## config.mk

```make
export PLATFORM = sky130hd
export DESIGN_NAME = card_sprite_reader
export DESIGN_NICKNAME = d
export VERILOG_FILES = /design/src/rtl/card_pkg.sv /design/src/rtl/card_box_hit.sv /design/src/rtl/card_sprite_reader.sv
export SDC_FILE = /design/constraint.sdc
export NUM_CORES = 1
export LEC_CHECK = 0
export ABC_AREA = 1
export CORE_AREA = 2 2 100 82
export CTS_BUF_LIST = sky130_fd_sc_hd__clkbuf_4
export DETAILED_ROUTE_END_ITERATION = 7
export DIE_AREA = 0 0 102 84
export PLACE_DENSITY = 0.63
export REMOVE_ABC_BUFFERS = 1
export SLEW_MARGIN = 20
export SYNTH_ARGS = -nofsm -noshare
export SYNTH_HDL_FRONTEND = slang
export SYNTH_SLANG_ARGS = --single-unit
```

## constraint.sdc

```tcl
create_clock -name clock -period 2.3 [get_ports clock]
set_input_delay 0.46 -clock clock [delete_from_list [all_inputs] [get_ports clock]]
set_output_delay 0.46 -clock clock [all_outputs]
set_load 0.03 [all_outputs]
```

## src/rtl/card_pkg.sv

```systemverilog
// card_pkg: shared card geometry, transparency code and reader FSM state type
package card_pkg;
  localparam int CARD_W = 16;
  localparam int CARD_H = 32;
  localparam int ADDR_W = 9;
  localparam int PIX_W = 3;
  localparam int COORD_W = 8;
  localparam logic [PIX_W-1:0] TRANSPARENT = 3'b000;
  typedef enum logic {IDLE, ACTIVE} card_rd_state_t;
endpackage

```

## src/rtl/card_box_hit.sv

```systemverilog
// card_box_hit: combinational card box test and sprite address (en qualifies hit; hcount/vcount raster, x0/y0 box origin; hit, addr out)
module card_box_hit
  import card_pkg::*;
#(
  parameter int BOX_W = CARD_W,
  parameter int BOX_H = CARD_H,
  parameter int AW = ADDR_W,
  parameter int CW = COORD_W
) (
  input  logic          en,
  input  logic [CW-1:0] hcount,
  input  logic [CW-1:0] vcount,
  input  logic [CW-1:0] x0,
  input  logic [CW-1:0] y0,
  output logic          hit,
  output logic [AW-1:0] addr
);
  logic [CW:0] he, ve, xe, ye;
  logic [CW-1:0] dx, dy;
  always_comb begin
    he = {1'b0, hcount};
    ve = {1'b0, vcount};
    xe = {1'b0, x0};
    ye = {1'b0, y0};
    dx = hcount - x0;
    dy = vcount - y0;
    // one extra bit so boxes past the right/bottom edge clip instead of wrapping
    hit = en && he >= xe && he < xe + (CW+1)'(BOX_W) && ve >= ye && ve < ye + (CW+1)'(BOX_H);
    addr = AW'(dy) * AW'(BOX_W) + AW'(dx);
  end
endmodule

```

## src/rtl/card_sprite_reader.sv

```systemverilog
// card_sprite_reader: raster-driven sprite RAM reader with transparency test (clock/reset_n; frame_start/card_* placement; pix_valid/hcount/vcount in; rAddr/RE/ram_data to RAM; pix_out_valid/pix_hit/pix_color/hit_count out, 3-cycle latency)
module card_sprite_reader
  import card_pkg::*;
(
  input  logic               clock,
  input  logic               reset_n,
  input  logic               frame_start,
  input  logic               card_en,
  input  logic [COORD_W-1:0] card_x,
  input  logic [COORD_W-1:0] card_y,
  input  logic               pix_valid,
  input  logic [COORD_W-1:0] hcount,
  input  logic [COORD_W-1:0] vcount,
  output logic [ADDR_W-1:0]  rAddr,
  output logic               RE,
  input  logic [PIX_W-1:0]   ram_data,
  output logic               pix_out_valid,
  output logic               pix_hit,
  output logic [PIX_W-1:0]   pix_color,
  output logic [9:0]         hit_count
);
  card_rd_state_t state;
  logic [COORD_W-1:0] x0, y0;
  logic hit0, v1, h1, v2, h2, hit3;
  logic [ADDR_W-1:0] addr;
  card_box_hit u_box (
    .en    (state == ACTIVE && pix_valid),
    .hcount(hcount),
    .vcount(vcount),
    .x0    (x0),
    .y0    (y0),
    .hit   (hit0),
    .addr  (addr)
  );
  assign hit3 = h2 && ram_data != TRANSPARENT;
  always_ff @(posedge clock or negedge reset_n)
    if (!reset_n) begin
      state <= IDLE;
      x0 <= '0;
      y0 <= '0;
    end else if (frame_start) begin
      state <= card_en ? ACTIVE : IDLE;
      x0 <= card_x;
      y0 <= card_y;
    end
  always_ff @(posedge clock or negedge reset_n)
    if (!reset_n) begin
      rAddr <= '0;
      RE <= 1'b0;
      v1 <= 1'b0;
      h1 <= 1'b0;
      v2 <= 1'b0;
      h2 <= 1'b0;
      pix_out_valid <= 1'b0;
      pix_hit <= 1'b0;
      pix_color <= '0;
      hit_count <= '0;
    end else begin
      if (hit0) rAddr <= addr;
      RE <= hit0;
      v1 <= pix_valid;
      h1 <= hit0;
      v2 <= v1;
      h2 <= h1;
      pix_out_valid <= v2;
      pix_hit <= hit3;
      pix_color <= hit3 ? ram_data : '0;
      hit_count <= frame_start ? '0 : (hit3 && hit_count != 10'h3ff) ? hit_count + 10'd1 : hit_count;
    end
endmodule

```

Yosys cells after proc, flatten, opt, wreduce, memory -nomap -nowiden

Index checks and enable logic that the tools add are counted.

$add $sub $neg: 6
$lt $le $gt $ge: 4
Equality and inequality tests: 1
Multiplexer cells: 4
Reductions and logical operators: 9

Operator list:

| kind                                          | count |
|---|---|
| two-way mux 10 bit                            | 2 |
| < comparator 8 x 9 -> 1 bit                   | 2 |
| greater-or-equal comparator 8 bit             | 2 |
| adder 10 x 1 -> 10 bit, second input constant | 1 |
| != test 10 bit, second input constant         | 1 |
| adder 8 x 5 -> 9 bit, second input constant   | 1 |
| adder 8 x 6 -> 9 bit, second input constant   | 1 |
| adder 9 x 8 -> 9 bit                          | 1 |
| subtractor 8 bit                              | 1 |
| logical AND 1 bit                             | 7 |
| subtractor 5 bit                              | 1 |
| two-way mux 3 bit                             | 1 |
| nonzero test 3 bit                            | 1 |
| nonzero test 2 bit                            | 1 |
| two-way mux 1 bit                             | 1 |

Register bits: 45
Input bits: 40
Output and inout bits: 25
Word-level logic and storage cells: 36

Longest topological paths before layout

Depth after elaboration: 5
Mapped depth: 17
Gate-level depth less buffers: 17

Hierarchy

From an unflattened synthesis, not the netlist that was laid out.

Cell total of the unflattened synthesis: 389
Area total of the unflattened synthesis: 3,045.4 um2

By module, submodules not included:

| module             | instances | cells each | area an instance (um2) |
|---|---|---|---|
| card_sprite_reader | 1         | 203        | 1,880.6 |
| card_box_hit       | 1         | 186        | 1,164.9 |

Worst setup path after synthesis

Ideal clock, no wire load.

Kind: input -> register
Start: in hcount[0]
End: reg rAddr[8]
Library setup time: 0.065 ns
Arrival: 2.522 ns
Data required time: 2.235 ns
Setup slack: -0.287 ns
Stages: 15
Path buffers: 0
Cell sequence: inv_1 > ha_1 > fa_1 > inv_1 > nand3_1 > nand2_1 > xor2_1 > ha_1 > fa_1 > nand2_1 > nand2_1 > a21oi_1 > xor2_1 > nand3_1 > nand2_1

Word-level cells in the longest chain between the ends: 5
Elaborated cells between the ends (all ways): 8
Those cells by class: add/sub (2); order compare (2); reduce/logical (4)

Ends and longest elaborated chain:

| item                                                         | line                     | source |
|---|---|---|
| from (decl)                                                  | card_sprite_reader.sv:12 | `input logic [COORD_W-1:0] hcount,` |
| branches (longest 5 deep; another with adder 9 x 8 -> 9 bit) | n/a                      |  |
| to (signal assigned)                                         | card_sprite_reader.sv:59 | `if (hit0) rAddr <= addr;` |
| to (decl)                                                    | card_sprite_reader.sv:14 | `output logic [ADDR_W-1:0] rAddr,` |

Several ways; the timed one is not identified.
A chain may end at the register's enable or synchronous reset.

Worst setup path in the final report

Start: in hcount[3]
End: reg rAddr[8]

The elaborated chain is that of the path after synthesis.

==> out/metrics.cfg <==
[critical_path]
path_max_fanout = 5
start_kind = primary input
crit_path_end = rAddr[8]
cp_num_buf_inv = 1
required_ns = 2.62
arrival_ns = 2.83
path_class = in2reg
crit_slowest_cell = clkdlybuf4s50_1
startpoint = hcount[3]
r2r-start = x0[0]
cp_top_family = adder cells
rr_endpoint = rAddr[8]
r2r_cells = 14
rrSetupSlack_ns = -0.18
crit_top_cell = nand2_1
endpoint_kind = flip-flop
cpPeakStageDelay_ns = 0.51
cp.depth = 13
cp_cell_sequence = clkdlybuf4s50_1, ha_4, a21oi_1, nand2_4, xor2_2, ha_2, fa_2, nand2_1, nand2_1, a21oi_2, xor2_1, nand3_1, nand2_1

[sta]
fin_ws_ns = -0.209
fin_skew_ns = 0.00998
final_max_slew_viol_count = 0
hold_slack_ns = 0.372
setup_viol = 3
worst_pin_slew_ns = 0.427
rsz0062_at_grt = yes
maxSlewHeadroom_pct = 71.5
hold_violations = 0
timing.final.crit_share_pct = 109
period_needed_ns = 2.51
fmax_ghz = 0.399

[clock_tree]
clk_latency_ns = 0.37
clockBufferDepth = 2
cts-root-buf = clkbuf_4
clkSlewWorstSetupHoldPaths_ns = 0.14
cts_tree = yes
cts_made_buffers = 5
h-tree-depth = 2
clock-sinks = 45

[detailed_routing]
num_vias = 2592
drt_first_pass_iters = 4
ant_nets = 0
wl_um = 6870
dr.first_iter.drc_count = 72
via_per_inst = 4.46
drc = 0
wl_per_cell_um = 11.8

[cells_and_area]
regArea_um2 = 1130
stdcell_area_um2 = 4200
area_growth_pct = 42.2
n_antenna_cell = 0
multi_input_area_um2 = 1740
final_cells = 581
nNetsFinal = 545
drive_gt1_share_pct = 18.6
fillers = 756

[logic_synthesis]
synth.avg_cell_area_um2 = 8.01
synth_cells = 369
synth_compound_area_share_pct = 6.44
ys_warn_count = 0
ys_seq_area_share_pct = 38.1
yosysTopAreaCellShare_pct = 38.1
synthArstFlopShare_pct = 100
synth_area_leaders = dfrtp_1 38%, nand2_1 14%, ha_1 13%
synth_edf_count = 0
ys_ff_latch = 45
synth_top_family_by_area = simple AND/OR/NAND/NOR gates
synth-simple-area-share_pct = 27.4
synthFlopType = dfrtp_1
synth_top_area_cell = dfrtp_1
syn_area_um2 = 2950
synth.distinct_cells = 30
synth_fa_ha_area_share_pct = 14.7
synthXorXnorAreaFrac_pct = 5.04
synth.area.mux_share_pct = 0

[run_status]
violations = setup timing
status = finished with violations

[power]
power.internal_uw = 1600
design_power_total_uw = 2560
pwr-share-seq_pct = 37.1
clockPowerShare_pct = 15.9
p_comb_share_pct = 47.0
power_density_nw_per_um2 = 610
p_leak_uw = 0.00209
p_switching_uw = 969
irDropWorstVdd_uv = 337
switching_share_pct = 37.8

[placement]
numPortBuffers = 64
placed_area_um2 = 3920
dp_hpwl_um = 5390
dpl.cell_count = 565
gp_congestion = 0.855

[grt]
grt_pass1_vias = 2564
grt_max_degree = 18
grt_pass1_wl_um = 11800
gr-total-overflow = 0
antenna_found_initial = 0
grt_use_total_pct = 17.1

[floorplan]
core_um2 = 7690
initial_utilization_pct = 38.4
die_w_um = 102
floorplan.die.height_um = 84
fp.dieArea_um2 = 8570
ios = 65
rows = 29

[worst_hold_path]
worstHoldPathType = reg2reg

[run]
drv_cap = 0

-- per-stage QoR --
step           setup WS, ns  utilization, %  TNS [ns]
5_1_grt              -0.308            54.6    -0.942
2_1_floorplan        -0.291               -    -0.475
6_report             -0.209            54.6    -0.504
4_1_cts              -0.251            53.2    -0.513
3_3_place_gp         -0.844            51.0     -4.44
3_5_place_dp         -0.983            51.0     -4.87
-- layout by cell type, fill, tap and decap left out, types with 9 or more instances in the layout --
cell type,synthesis,layout
buf_4,1,35
clkdlybuf4s50_1,0,60
dfrtp_1,45,45
ha_1,30,22
inv_1,57,54
nand2_1,108,105
nand3_1,26,24
nor2_1,9,9
o21ai_0,16,16
xor2_1,11,10
-- timing repair --
action,4_1_cts,5_1_grt
setup endpoints to repair,4,9
pin swaps,19,27
hold buffers,1,0
setup buffers,3,5
resized for setup,19,15
endpoints found under the hold margin,11,0
-- sequential cells by signal, summed over array words and instances (netlist names) --
name           flops
h1                 1
h2                 1
hit_count         10
pix_color          3
pix_hit            1
pix_out_valid      1
rAddr              9
state              1
v1                 1
v2                 1
x0                 8
y0                 8
-- cell families after synthesis --
| group | Yosys count |
|---|---|
| flops | 45 |
| compound gates | 36 |
| xor+xnor | 17 |
| fa+ha+maj | 33 |
| simple gates | 174 |
| buf+inv | 64 |
-- final cells by class --
type | count | share of cell area (%)
clock inverter | 3 | 0.506
tap | 108 | 3.22
inverter | 58 | 5.18
sequential | 45 | 26.8
timing repair buffer | 102 | 22.1
multi-input combinational | 260 | 41.3
clock buffer | 5 | 0.894
-- worst register-to-register path: cells and delay by family, from the launching register on --
family          cells  cell delay [ns]
xor+xnor            2             0.23
buf+inv             1             0.06
simple gates        6             0.44
fa+ha+maj           4             1.13
flops               1             0.46
compound gates      1             0.14
-- how the worst min path moves through the flow --
stage / from / to / slack [ns] / depth (start not counted)
after detailed placement: v1 / v2 / 0.34 / 0
after global routing: v2 / pix_out_valid / 0.39 / 0
after global placement: v1 / v2 / 0.33 / 0
after CTS: v1 / v2 / 0.37 / 0
after floorplan: reset_n / h1 / 0.16 / 0
final: v1 / v2 / 0.37 / 0
-- Yosys cell counts (3+ instances only) --
master    count
nand2_2       6
nand3b_1      4
nand2_4       3
nand4_1       5
ha_1         30
a21oi_1      11
dfrtp_1      45
xor2_1       11
nand3_2       3
nand3_1      26
nor3_1        4
xnor2_1       6
clkbuf_1      5
fa_1          3
inv_1        57
nor2_1        9
nand2_1     108
o21ai_1       5
o21ai_0      16
-- routing by layer --
metal  share of wire [%]  GRT usage (%)  vias to the layer above
met5                   0              0                        -
met4                 1.0           4.36                        0
met3                 3.5           2.76                        6
met2                  45           27.3                       45
met1                  50           24.2                     1171
li1                    -              -                     1370
-- power by group through the flow --
stage	combinational (uW)	clock [uW]	sequential (uW)
final	1200	408	952
after global routing	1340	456	961
after CTS	1150	434	951
after detailed placement	1070	0	967
after global placement	1050	0	964
after floorplan	465	0	1100
Power figures use the tool's default switching activity.
